[src/rtl/seq_det_scheduler_if.sv]
// Request/result bundle between the requesters and the shared serial
// pattern detector. The requesters drive req/data; the scheduler returns
// the per-word result and its debug/status signals.
interface seq_det_scheduler_if #(
    parameter int NREQ   = 4,
    parameter int WORD_W = 8
);
    localparam int IDW = $clog2(NREQ);
    localparam int CW  = $clog2(WORD_W + 1);

    logic [NREQ-1:0]        req;
    logic [NREQ*WORD_W-1:0] data;
    logic [NREQ-1:0]        ack;
    logic                   done;
    logic [IDW-1:0]         done_id;
    logic [CW-1:0]          match_cnt;
    logic                   busy;
    logic                   ser_bit;

    modport master (
        output req, data,
        input  ack, done, done_id, match_cnt, busy, ser_bit
    );

    modport slave (
        input  req, data,
        output ack, done, done_id, match_cnt, busy, ser_bit
    );
endinterface

[src/rtl/seq_det_scheduler.sv]
// Round-robin scheduler that owns a single bit-serial overlapping pattern
// detector. A granted word is shifted MSB-first, one bit per clock, and the
// hit count is returned to its requester with a one-cycle ack/done pulse.
module seq_det_scheduler #(
    parameter int             NREQ   = 4,
    parameter int             WORD_W = 8,
    parameter int             PAT_W  = 3,
    parameter logic [PAT_W-1:0] PAT  = 3'b101
) (
    input  logic               clk,
    input  logic               rst,
    seq_det_scheduler_if.slave bus
);
    localparam int IDW = $clog2(NREQ);
    localparam int CW  = $clog2(WORD_W + 1);

    typedef enum logic [1:0] {
        IDLE  = 2'd0,
        SHIFT = 2'd1,
        DONE  = 2'd2
    } state_t;

    state_t            state, state_nxt;
    logic [IDW-1:0]    rr_ptr, rr_nxt;
    logic [IDW-1:0]    grant_id, grant_nxt;
    logic [WORD_W-1:0] sr, sr_nxt;
    logic [CW-1:0]     bit_cnt, cnt_nxt;
    logic [PAT_W-1:0]  hist, hist_nxt;
    logic [CW-1:0]     hit_cnt, hits_nxt;
    logic [NREQ-1:0]   ack_q, ack_nxt;
    logic              done_q, done_nxt;
    logic [IDW-1:0]    done_id_q, done_id_nxt;
    logic [CW-1:0]     match_q, match_nxt;

    logic              found;
    logic [IDW-1:0]    pick;
    logic [PAT_W-1:0]  hist_shift;
    logic [CW-1:0]     cnt_inc;
    logic              hit_now;

    // Round-robin pick: first requesting index at or above rr_ptr, wrapping.
    always_comb begin
        found = 1'b0;
        pick  = rr_ptr;
        for (int k = 0; k < NREQ; k++) begin
            int idx;
            idx = int'(rr_ptr) + k;
            if (idx >= NREQ) idx = idx - NREQ;
            if (!found && bus.req[idx]) begin
                found = 1'b1;
                pick  = IDW'(idx);
            end
        end
    end

    // Next-state, datapath and registered-output decode for the scheduler.
    always_comb begin
        state_nxt   = state;
        rr_nxt      = rr_ptr;
        grant_nxt   = grant_id;
        sr_nxt      = sr;
        cnt_nxt     = bit_cnt;
        hist_nxt    = hist;
        hits_nxt    = hit_cnt;
        ack_nxt     = '0;
        done_nxt    = 1'b0;
        done_id_nxt = done_id_q;
        match_nxt   = match_q;

        hist_shift = {hist[PAT_W-2:0], sr[WORD_W-1]};
        cnt_inc    = bit_cnt + CW'(1);
        hit_now    = (hist_shift == PAT) && (cnt_inc >= CW'(PAT_W));

        case (state)
            IDLE: begin
                if (found) begin
                    grant_nxt = pick;
                    sr_nxt    = bus.data[int'(pick)*WORD_W +: WORD_W];
                    cnt_nxt   = '0;
                    hist_nxt  = '0;
                    hits_nxt  = '0;
                    state_nxt = SHIFT;
                end
            end
            SHIFT: begin
                sr_nxt   = {sr[WORD_W-2:0], 1'b0};
                hist_nxt = hist_shift;
                cnt_nxt  = cnt_inc;
                hits_nxt = hit_cnt + CW'(hit_now);
                if (bit_cnt == CW'(WORD_W - 1)) begin
                    state_nxt         = DONE;
                    done_nxt          = 1'b1;
                    ack_nxt[grant_id] = 1'b1;
                    done_id_nxt       = grant_id;
                    match_nxt         = hits_nxt;
                    rr_nxt            = (grant_id == IDW'(NREQ - 1)) ? '0 : grant_id + IDW'(1);
                end
            end
            DONE: begin
                state_nxt = IDLE;
            end
            default: begin
                state_nxt = IDLE;
            end
        endcase
    end

    // State and datapath registers; a synchronous reset aborts any word in flight.
    always_ff @(posedge clk) begin
        if (rst) begin
            state     <= IDLE;
            rr_ptr    <= '0;
            grant_id  <= '0;
            sr        <= '0;
            bit_cnt   <= '0;
            hist      <= '0;
            hit_cnt   <= '0;
            ack_q     <= '0;
            done_q    <= 1'b0;
            done_id_q <= '0;
            match_q   <= '0;
        end else begin
            state     <= state_nxt;
            rr_ptr    <= rr_nxt;
            grant_id  <= grant_nxt;
            sr        <= sr_nxt;
            bit_cnt   <= cnt_nxt;
            hist      <= hist_nxt;
            hit_cnt   <= hits_nxt;
            ack_q     <= ack_nxt;
            done_q    <= done_nxt;
            done_id_q <= done_id_nxt;
            match_q   <= match_nxt;
        end
    end

    assign bus.ack       = ack_q;
    assign bus.done      = done_q;
    assign bus.done_id   = done_id_q;
    assign bus.match_cnt = match_q;
    assign bus.busy      = (state == SHIFT) || (state == DONE);
    assign bus.ser_bit   = (state == SHIFT) ? sr[WORD_W-1] : 1'b0;

endmodule

[src/flat_wrapper.sv]
// flat-port wrapper written by rule: the top's interface ports become plain ports
module seq_det_scheduler_flat 
#(
    parameter int             NREQ   = 4,
    parameter int             WORD_W = 8,
    parameter int             PAT_W  = 3,
    parameter logic [PAT_W-1:0] PAT  = 3'b101
)
  (clk, rst, bus_req, bus_data, bus_ack, bus_done, bus_done_id, bus_match_cnt, bus_busy, bus_ser_bit);
  seq_det_scheduler_if #(.NREQ(NREQ), .WORD_W(WORD_W)) bus_i ();
  input  logic clk;
  input  logic rst;
  input wire logic [$bits(bus_i.req)-1:0] bus_req;
  input wire logic [$bits(bus_i.data)-1:0] bus_data;
  output wire logic [$bits(bus_i.ack)-1:0] bus_ack;
  output wire logic [$bits(bus_i.done)-1:0] bus_done;
  output wire logic [$bits(bus_i.done_id)-1:0] bus_done_id;
  output wire logic [$bits(bus_i.match_cnt)-1:0] bus_match_cnt;
  output wire logic [$bits(bus_i.busy)-1:0] bus_busy;
  output wire logic [$bits(bus_i.ser_bit)-1:0] bus_ser_bit;
  assign bus_i.req = bus_req;
  assign bus_i.data = bus_data;
  assign bus_ack = bus_i.ack;
  assign bus_done = bus_i.done;
  assign bus_done_id = bus_i.done_id;
  assign bus_match_cnt = bus_i.match_cnt;
  assign bus_busy = bus_i.busy;
  assign bus_ser_bit = bus_i.ser_bit;
  seq_det_scheduler #(.NREQ(NREQ), .WORD_W(WORD_W), .PAT_W(PAT_W), .PAT(PAT)) u_core (.clk(clk), .rst(rst), .bus(bus_i));
endmodule
[config.mk]
export PLATFORM = sky130hd
export DESIGN_NAME = seq_det_scheduler_flat
export DESIGN_NICKNAME = d
export VERILOG_FILES = /design/src/rtl/seq_det_scheduler_if.sv /design/src/rtl/seq_det_scheduler.sv /design/src/flat_wrapper.sv
export SDC_FILE = /design/constraint.sdc
export NUM_CORES = 1
export LEC_CHECK = 0
export CORE_MARGIN = 10
export CORE_UTILIZATION = 44
export DETAILED_ROUTE_END_ITERATION = 10
export PLACE_DENSITY_LB_ADDON = 0.15
export SYNTH_ARGS = -nofsm -noshare
export SYNTH_HDL_FRONTEND = slang
export SYNTH_SLANG_ARGS = --single-unit
[constraint.sdc]
create_clock -name clk -period 1.89 [get_ports clk]
set_input_delay 0.189 -clock clk [delete_from_list [all_inputs] [get_ports clk]]
set_output_delay 0.189 -clock clk [all_outputs]
set_load 0.02 [all_outputs]
## Word level (Yosys, flattened, before mapping)

Cells that the tools add are included.

- Add/sub/neg operators: 10
- Order comparisons: 11
- Eq/ne operators: 7
- Shift-type cells: 1
- Multiplexer cells: 39
- Bitwise logic cells: 2
- Reduce and logical (&&, ||, !) cells: 17

Operators by type and width:

| cell | count |
|---|---|
| < comparator 32 x 4 -> 1 bit, second input constant | 4 |
| 2-to-1 mux 32 bit | 4 |
| >= comparator 32 x 4 -> 1 bit, second input constant | 3 |
| subtractor 32 x 4 -> 32 bit, second input constant | 3 |
| indexed part select 32 x 6 -> 8 bit | 1 |
| 2-to-1 mux 2 bit | 8 |
| case mux 4 bit (2 select lines) | 2 |
| case mux 8 bit (2 select lines) | 1 |
| 2-to-1 mux 1 bit | 15 |
| binary-select mux 1 bit (select 2 bit) | 4 |
| 2-to-1 mux 8 bit | 1 |
| case mux 2 bit (2 select lines) | 2 |
| AND reduction 2 bit | 4 |
| adder 2 x 2 -> 3 bit, second input constant | 2 |
| logical AND 1 bit | 5 |
| adder 4 x 1 -> 4 bit | 1 |
| adder 4 x 1 -> 4 bit, second input constant | 1 |
| equality test 2 bit, second input constant | 2 |
| equality test 4 x 3 -> 1 bit, second input constant | 1 |
| >= comparator 4 x 2 -> 1 bit, second input constant | 1 |
| 2-to-1 mux 4 bit | 1 |
| inequality test 2 x 1 -> 1 bit, second input constant | 2 |
| subtractor 2 x 3 -> 4 bit, second input constant | 1 |
| adder 2 x 1 -> 3 bit, second input constant | 1 |
| other kinds (14) | 17 |

- Flip-flop bits (word level): 35
- Bits of input ports: 38
- Output and inout port bits: 13
- Logic and storage cells: 98

## Longest topological paths before layout

Gate-level depths: netlist of run 1.

- Depth after elaboration: 18
- Gate-level depth with buffers: 10
- Depth with buffers taken out: 10

## Worst setup path after synthesis of run 1

OpenSTA, ideal clock, no wires.

- Kind: reg2reg
- Start: reg u_core.state[1]
- End: reg u_core.sr[1]
- Setup time: 0.115 ns
- Data arrival time: 1.774 ns
- Required time: 1.775 ns
- Slack: 0.001 ns
- Stages on the path, launching flop included: 9
- Buffers on the path: 1
- Period minus slack after synthesis: 1.889 ns
- Path through: dfxtp_1 inv_1 ha_1 buf_2 clkinv_1 nand3_1 nor4_2 nand3_1 and3_1

- Word-level cells in the longest chain between the ends: 3
- Elaborated cells between the ends (all ways): 6
- Those cells by class: eq/ne (2); mux (1); reduce/logical (3)

Ends and longest elaborated chain:

| element | line | source |
|---|---|---|
| start, declared | seq_det_scheduler.sv:23 | `state_t state, state_nxt;` |
| start signal, assigned | seq_det_scheduler.sv:123 | `state <= state_nxt;` |
| zero test 2 bit or equality test 2 x 1 -> 1 bit (tied branches) | seq_det_scheduler.sv:74 | `case (state)` |
| inequality test 2 x 1 -> 1 bit (no source line) or nonzero test 2 bit (tied branches) | -- |  |
| AND reduction 2 bit (no source line) | -- |  |
| end signal, assigned | seq_det_scheduler.sv:126 | `sr <= sr_nxt;` |
| end, declared | seq_det_scheduler.sv:26 | `logic [WORD_W-1:0] sr, sr_nxt;` |

Parallel ways exist; a longest one is shown, timed or not.
A chain may end at the register's enable or synchronous reset.

## Final worst setup path of run 1

- Start: reg u_core.rr_ptr[1]
- End: reg u_core.sr[4]

- Word-level cells in the longest chain between the ends: 18
- Elaborated cells between the ends (all ways): 46
- Those cells by class: add/sub (7); order compare (4); eq/ne (1); shift (1); mux (26); reduce/logical (7)

Ends and longest elaborated chain:

| element | line | source |
|---|---|---|
| start, declared | seq_det_scheduler.sv:24 | `logic [IDW-1:0] rr_ptr, rr_nxt;` |
| start signal, assigned | seq_det_scheduler.sv:124 | `rr_ptr <= rr_nxt;` |
| parallel branches: the longest is 18 deep, another holds subtractor 32 x 4 -> 32 bit | -- |  |

Parallel ways; which one is timed is not known. The select of a mux whose other input is x is not followed.

==> results of run 1 <==
## metrics by stage
stage | hold slack (ns) | TNS (ns) | instances
floorplan | 0.344 | 0 | 234
global placement | 0.446 | -5.12 | 366
detailed placement | 0.453 | -5.68 | 366
CTS | 0.463 | -0.0527 | 374
global route | 0.493 | -1.12 | 380
finish | 0.463 | -0.433 | 380
## cell families (layout without fill, tap and decap cells)
family / Yosys count / in the layout / synth area share, %
buffers and inverters: 21 / 117 / 4.55
adders and majority gates: 11 / 11 / 7.15
AOI/OAI and AO/OA: 65 / 65 / 24.1
muxes: 2 / 2 / 1.04
xor gates and xnor gates: 4 / 4 / 1.82
and+or+nand+nor: 96 / 96 / 25.0
DFF: 35 / 35 / 36.4
## per-layer routing
metal / vias to the layer above / GRT usage, % / share of wire (%)
li1: 1046 / - / -
met1: 962 / 17.1 / 45
met2: 72 / 24.5 / 47
met3: 6 / 4.82 / 7.1
met4: 0 / 4.64 / 1.2
met5: - / 0 / 0
## critical path: cells and delay by family (launching register included)
family	cells	cell delay, ns
AND/OR/NAND/NOR	3	1.01
AO/OA/AOI/OAI	2	0.48
flip-flops	1	0.36
## path summary, 6_finish.rpt
check | startpoint | end | slack (ns) | cells past startpoint
hold / removal | u_core.bus.match_cnt[0] | u_core.bus.match_cnt[0] | 0.46 | 2
setup reg to reg | u_core.rr_ptr[1] | u_core.sr[4] | -0.09 | 5
setup / recovery | u_core.rr_ptr[1] | u_core.sr[4] | -0.09 | 5
hold reg to reg | u_core.bus.match_cnt[0] | u_core.bus.match_cnt[0] | 0.46 | 2
## registers in the layout (all words and copies together), names as in the netlist
name and count:
u_core.bus.ack 4, u_core.rr_ptr 2, u_core.hist 2, u_core.bus.done 1
u_core.state 2, u_core.sr 8, u_core.bus.done_id 2, u_core.hit_cnt 4
u_core.bit_cnt 4, u_core.bus.match_cnt 4, u_core.grant_id 2
## layout make-up
cell class              count  area, um^2  area share, %
clock inverters             2        35.0           1.09
inverters                  10        37.5           1.17
repair buffers             99         901           28.1
flip-flops and latches     35         709           22.2
clock buffers               6        82.6           2.58
well taps                  50        62.6           1.95
multi-input cells         178        1370           42.9
## cells in the mapped netlist (3+ instances only)
cell / number
o21ai_0: 7
nor2_1: 25
nor2b_1: 4
a311oi_1: 7
nor3_1: 5
a21oi_1: 17
a211oi_1: 8
a2111oi_0: 3
dfxtp_1: 35
a311o_1: 3
nand2_1: 22
nand3_1: 13
buf_2: 4
a22oi_1: 4
and3_1: 8
or3_1: 3
clkbuf_1: 6
ha_1: 11
a211o_1: 3
and2_1: 6
o31a_1: 3
inv_1: 9
a2111oi_1: 3
## power breakdown
group	switching, mW	internal (mW)
Combinational	0.288	0.328
Clock	0.258	0.427
Sequential	0.0291	0.780
## timing repair
action / 4_1_cts / 5_1_grt
endpoints found under the setup margin: 8 / 18
buffers inserted: 1 / 6
resized for setup: 22 / 31
hold buffers: 0 / 0
pin swaps: 4 / 14
==> reports/results.ini, run 1 <==
[route]
vias = 2086
wirelength_um = 5700
drc_errors = 0
vias_per_cell = 5.49
firstDrtPassIters = 4
wl_per_cell_um = 15.0
drt-initial-drc-count = 121
ant_nets = 0

[cells_and_area]
nets = 378
fin_area_um2 = 3200
final_common_cell = clkdlybuf4s50_1
fin_util_pct = 77.8
fillers = 295
antenna_cells = 0
layout-drive-gt1-share_pct = 28.8
syn2layout_area_growth_pct = 66.3
final_cell_mix = clkdlybuf4s50_1, buf_4, dfxtp_1

[placement]
place_ws_ns = -0.589
place_congestion = 0.881
io_buffers = 50
placed_area_um2 = 2790
dp_hpwl_um = 4210

[worst_setup_path]
cp-end-kind = flop
worstSetupStartpointType = flop
cp.required_ns = 2.04
cp_data_arrival_time_ns = 2.13
worstPathCellList = and3b_1, or4_4, and3_1, a2111oi_2, a311oi_2
cpPeakStageDelay_ns = 0.61
cp_slowest_cell = or4_4
critPathMaxFanout = 8
critPathKind = reg2reg

[floorplanning]
fp.dieH_um = 86.2
dieArea_um2 = 7420
start_util_pct = 46.8
io_pins = 51
num_rows = 23
core_area_um2 = 4120
die_w_um = 86.2

[power]
ir_worst_vdd_uv = 582
power_density_nw_per_um2 = 659
power_mw = 2.11
p_leak_nw = 1.26

[logic_synthesis]
synth_top_cell_by_area = dfxtp_1
yosys.area.top_type_share_pct = 36.4
syn_area_um2 = 1930
ys_ff_latch = 35
async_reset_ff_share_pct = 0
synth_cell_types = 41
seq_area_frac_synth_pct = 36.4
synth_nets = 283
ys_top_cells_by_area = dfxtp_1, ha_1, nor2_1
ys_warn_count = 0
synthCells = 234
avgSynthCellArea_um2 = 8.23
synth_edf_count = 0
synth_flop_cell = dfxtp_1

[global_route]
grt_pass1_wl_um = 9210
grt_start_max_net_pins = 33
grt_antenna_before_repair = 0
grt_pass1_vias = 2049
grt_use_total_pct = 14.6
grt-ovfl-total = 0

[sta]
clock.fmax_mhz = 506
slew_headroom_pct = 75.2
period_needed_ns = 1.98
worstMarginPinSlew_ns = 0.372
layout_setup_ws_ns = -0.0866
rsz0062_at_grt = yes
finalHoldViolCount = 0
slew_violations = 0
setup-violations-final = 7
finClkSkew_ns = 0.00629
finalCritPeriodShare_pct = 105

[clock_tree]
numCtsBuffers = 5
clk_path_buf_depth = 2
htreeDepth = 2
path_clk_slew_ns = 0.07
clock_sinks = 35
cts_root_buffer = clkbuf_8
worst_skew_pair.late_latency_ns = 0.28
tritoncts = done

[job]
maxCapViolCount = 0

[run_status]
violations = negative setup slack
status = complete, but fails checks

[worst_hold_path]
hp-class = reg2reg

No activity file was read; power rests on OpenSTA's default activity.
==> run 2: changes to the inputs <==
Settings changed: SKIP_CTS_REPAIR_TIMING set to 1.
==> run 2 against run 1 <==
The run still ends with negative setup slack left. Final area is 0.35% higher. Clock power hardly changed. Die area is the same. Non-clock buffer count shrank 1. Clock-buffer cell count stayed put. Register-to-register slack lost 0.04 ns. Total power grew 0.89%. Clock skew increased by 0.0010 ns. Critical endpoint is now u_core.sr[2].
==> reports/results.ini, run 2 (synthesis gave the netlist of run 1 again) <==
[route]
vias = 2121  ; was 2086
drc_errors = 0  ; unchanged
wl_per_cell_um = 15.8  ; was 15.0 um
vias_per_cell = 5.60  ; was 5.49
drt-initial-drc-count = 127  ; was 121
wirelength_um = 5990  ; was 5700 um
firstDrtPassIters = 4  ; unchanged
ant_nets = 0  ; unchanged

[worst_setup_path]
cpPeakStageDelay_ns = 0.60  ; was 0.61 ns
r2r-start = u_core.rr_ptr[1]  ; unchanged
critPathMaxFanout = 8  ; unchanged
critPathKind = reg2reg  ; unchanged
cp_slowest_cell = or4_4  ; unchanged
cp.required_ns = 2.07  ; was 2.04 ns
worstSetupStartpointType = flop  ; unchanged
startpoint = u_core.rr_ptr[1]  ; unchanged
worstPathCellList = and3b_1, or4_4, buf_6, nand2_8, buf_6, buf_12, nand2_2, a311oi_1  ; was and3b_1, or4_4, and3_1, a2111oi_2, a311oi_2
crit_family = simple AND/OR/NAND/NOR gates  ; unchanged
crit_top_cell = buf_6
critPathBufInv = 3  ; was 0
cp_data_arrival_time_ns = 2.20  ; was 2.13 ns
cp-end-kind = flop  ; unchanged

[cells_and_area]
largest_register = u_core.sr  ; unchanged
layout-drive-gt1-share_pct = 28.0  ; was 28.8%
antenna_cells = 0  ; unchanged
syn2layout_area_growth_pct = 66.9  ; was 66.3%
fin_util_pct = 78.1  ; was 77.8%
largest_reg_flops = 8  ; unchanged
nets = 377  ; was 378
final_common_cell = clkdlybuf4s50_1  ; unchanged
fillers = 292  ; was 295
final_cell_mix = clkdlybuf4s50_1, buf_4, dfxtp_1  ; unchanged

[floorplanning]
fp.dieH_um = 86.2  ; unchanged
num_rows = 23  ; unchanged
dieArea_um2 = 7420  ; unchanged
core_area_um2 = 4120  ; unchanged
io_pins = 51  ; unchanged
die_w_um = 86.2  ; unchanged
start_util_pct = 46.8  ; unchanged

[run_status]
violations = negative setup slack  ; unchanged
status = complete, but fails checks  ; unchanged

[power]
sw_frac_of_total_pct = 27.8  ; was 27.3%
power_density_nw_per_um2 = 662  ; was 659 nW/um^2
clkPwrFrac_pct = 32.3  ; was 32.5%
p_seq_share_pct = 38.1  ; was 38.4%
power_mw = 2.13  ; was 2.11 mW
p_leak_nw = 1.28  ; was 1.26 nW
p_int_mw = 1.54  ; was 1.53 mW
ir_worst_vdd_uv = 592  ; was 582 uV
comb_power_share_pct = 29.6  ; was 29.2%
power.switching_mw = 0.591  ; was 0.575 mW

[clock_tree]
htreeDepth = 2  ; unchanged
path_clk_slew_ns = 0.07  ; about the same
tritoncts = done  ; unchanged
clk_path_buf_depth = 2  ; unchanged
cts_root_buffer = clkbuf_8  ; unchanged
clock_sinks = 35  ; unchanged
numCtsBuffers = 5  ; unchanged
worst_skew_pair.late_latency_ns = 0.28  ; about the same

[sta]
finalCritPeriodShare_pct = 107  ; was 105%
slew_headroom_pct = 72.4  ; was 75.2%
finalSetupTns_ns = -0.641  ; was -0.433 ns
period_needed_ns = 2.02  ; was 1.98 ns
layout_setup_ws_ns = -0.126  ; was -0.0866 ns
rsz0062_at_grt = yes  ; unchanged
slew_violations = 0  ; unchanged
finClkSkew_ns = 0.00733  ; was 0.00629 ns
setup-violations-final = 7  ; unchanged
clock.fmax_mhz = 496  ; was 506 MHz
worstMarginPinSlew_ns = 0.414  ; was 0.372 ns
whs_ns = 0.462  ; was 0.463 ns
finalHoldViolCount = 0  ; unchanged

[job]
maxCapViolCount = 0  ; unchanged

[global_route]
grt_pass1_vias = 2021  ; was 2049
grt_use_total_pct = 14.2  ; was 14.6%
grt_antenna_before_repair = 0  ; unchanged
grt_pass1_wl_um = 9000  ; was 9210 um
grt_start_max_net_pins = 33  ; unchanged
grt-ovfl-total = 0  ; unchanged

[placement]
place_congestion = 0.881  ; unchanged
io_buffers = 50  ; unchanged
dp_hpwl_um = 4210  ; unchanged

[worst_hold_path]
min_from = u_core.bus.match_cnt[0]  ; unchanged
hp-class = reg2reg  ; unchanged

run 2: power by group through the flow:
stage,Combinational [mW],Clock (mW),Sequential [mW]
final,0.630,0.688,0.810
after floorplan,0.258,0,0.817
after detailed placement,0.520,0,0.824
after CTS,0.523,0.700,0.807
after global placement,0.512,0,0.823
after global routing,0.683,0.725,0.816
run 2: worst paths after layout:
path / endpoint / slack, ns / cells after the start
max: u_core.sr[2] / -0.13 / 8
min: u_core.bus.match_cnt[0] / 0.46 / 2
max reg2reg: u_core.sr[2] / -0.13 / 8
min reg2reg: u_core.bus.match_cnt[0] / 0.46 / 2
run 2: worst reg2reg max path, stage by stage, from the launching register on:
cell and delay (ns):
dfxtp_4 0.36, and3b_1 0.18, or4_4 0.60, buf_6 0.17, nand2_8 0.07, buf_6 0.12
buf_12 0.11, nand2_2 0.05, a311oi_1 0.26
run 2: per-layer routing:
| metal | part of all wire (%) | wire length [um] | GRT usage [%] |
|---|---|---|---|
| met5 | 0 | 0 | 0 |
| met4 | 1.1 | 63 | 4.64 |
| met3 | 8.1 | 486 | 5.01 |
| met2 | 49 | 2920 | 23.4 |
| met1 | 42 | 2530 | 16.8 |
run 2: final cells by class:
cell class,instances,area [um^2],area share [%]
multi-input cells,178,1390,43.1
repair buffers,98,901,28.0
flip-flops and latches,35,709,22.1
clock buffers,6,82.6,2.57
well taps,50,62.6,1.95
inverters,10,37.5,1.17
clock inverters,2,35.0,1.09
run 2: metrics by stage:
| stage | area [um^2] | cells | setup WS [ns] |
|---|---|---|---|
| 2_1_floorplan | 1930 | 234 | 0.000912 |
| 3_3_place_gp | 2790 | 366 | -0.567 |
| 3_5_place_dp | 2790 | 366 | -0.589 |
| 4_1_cts | 2900 | 374 | -0.326 |
| 5_1_grt | 3210 | 379 | -0.171 |
| 6_report | 3210 | 379 | -0.126 |
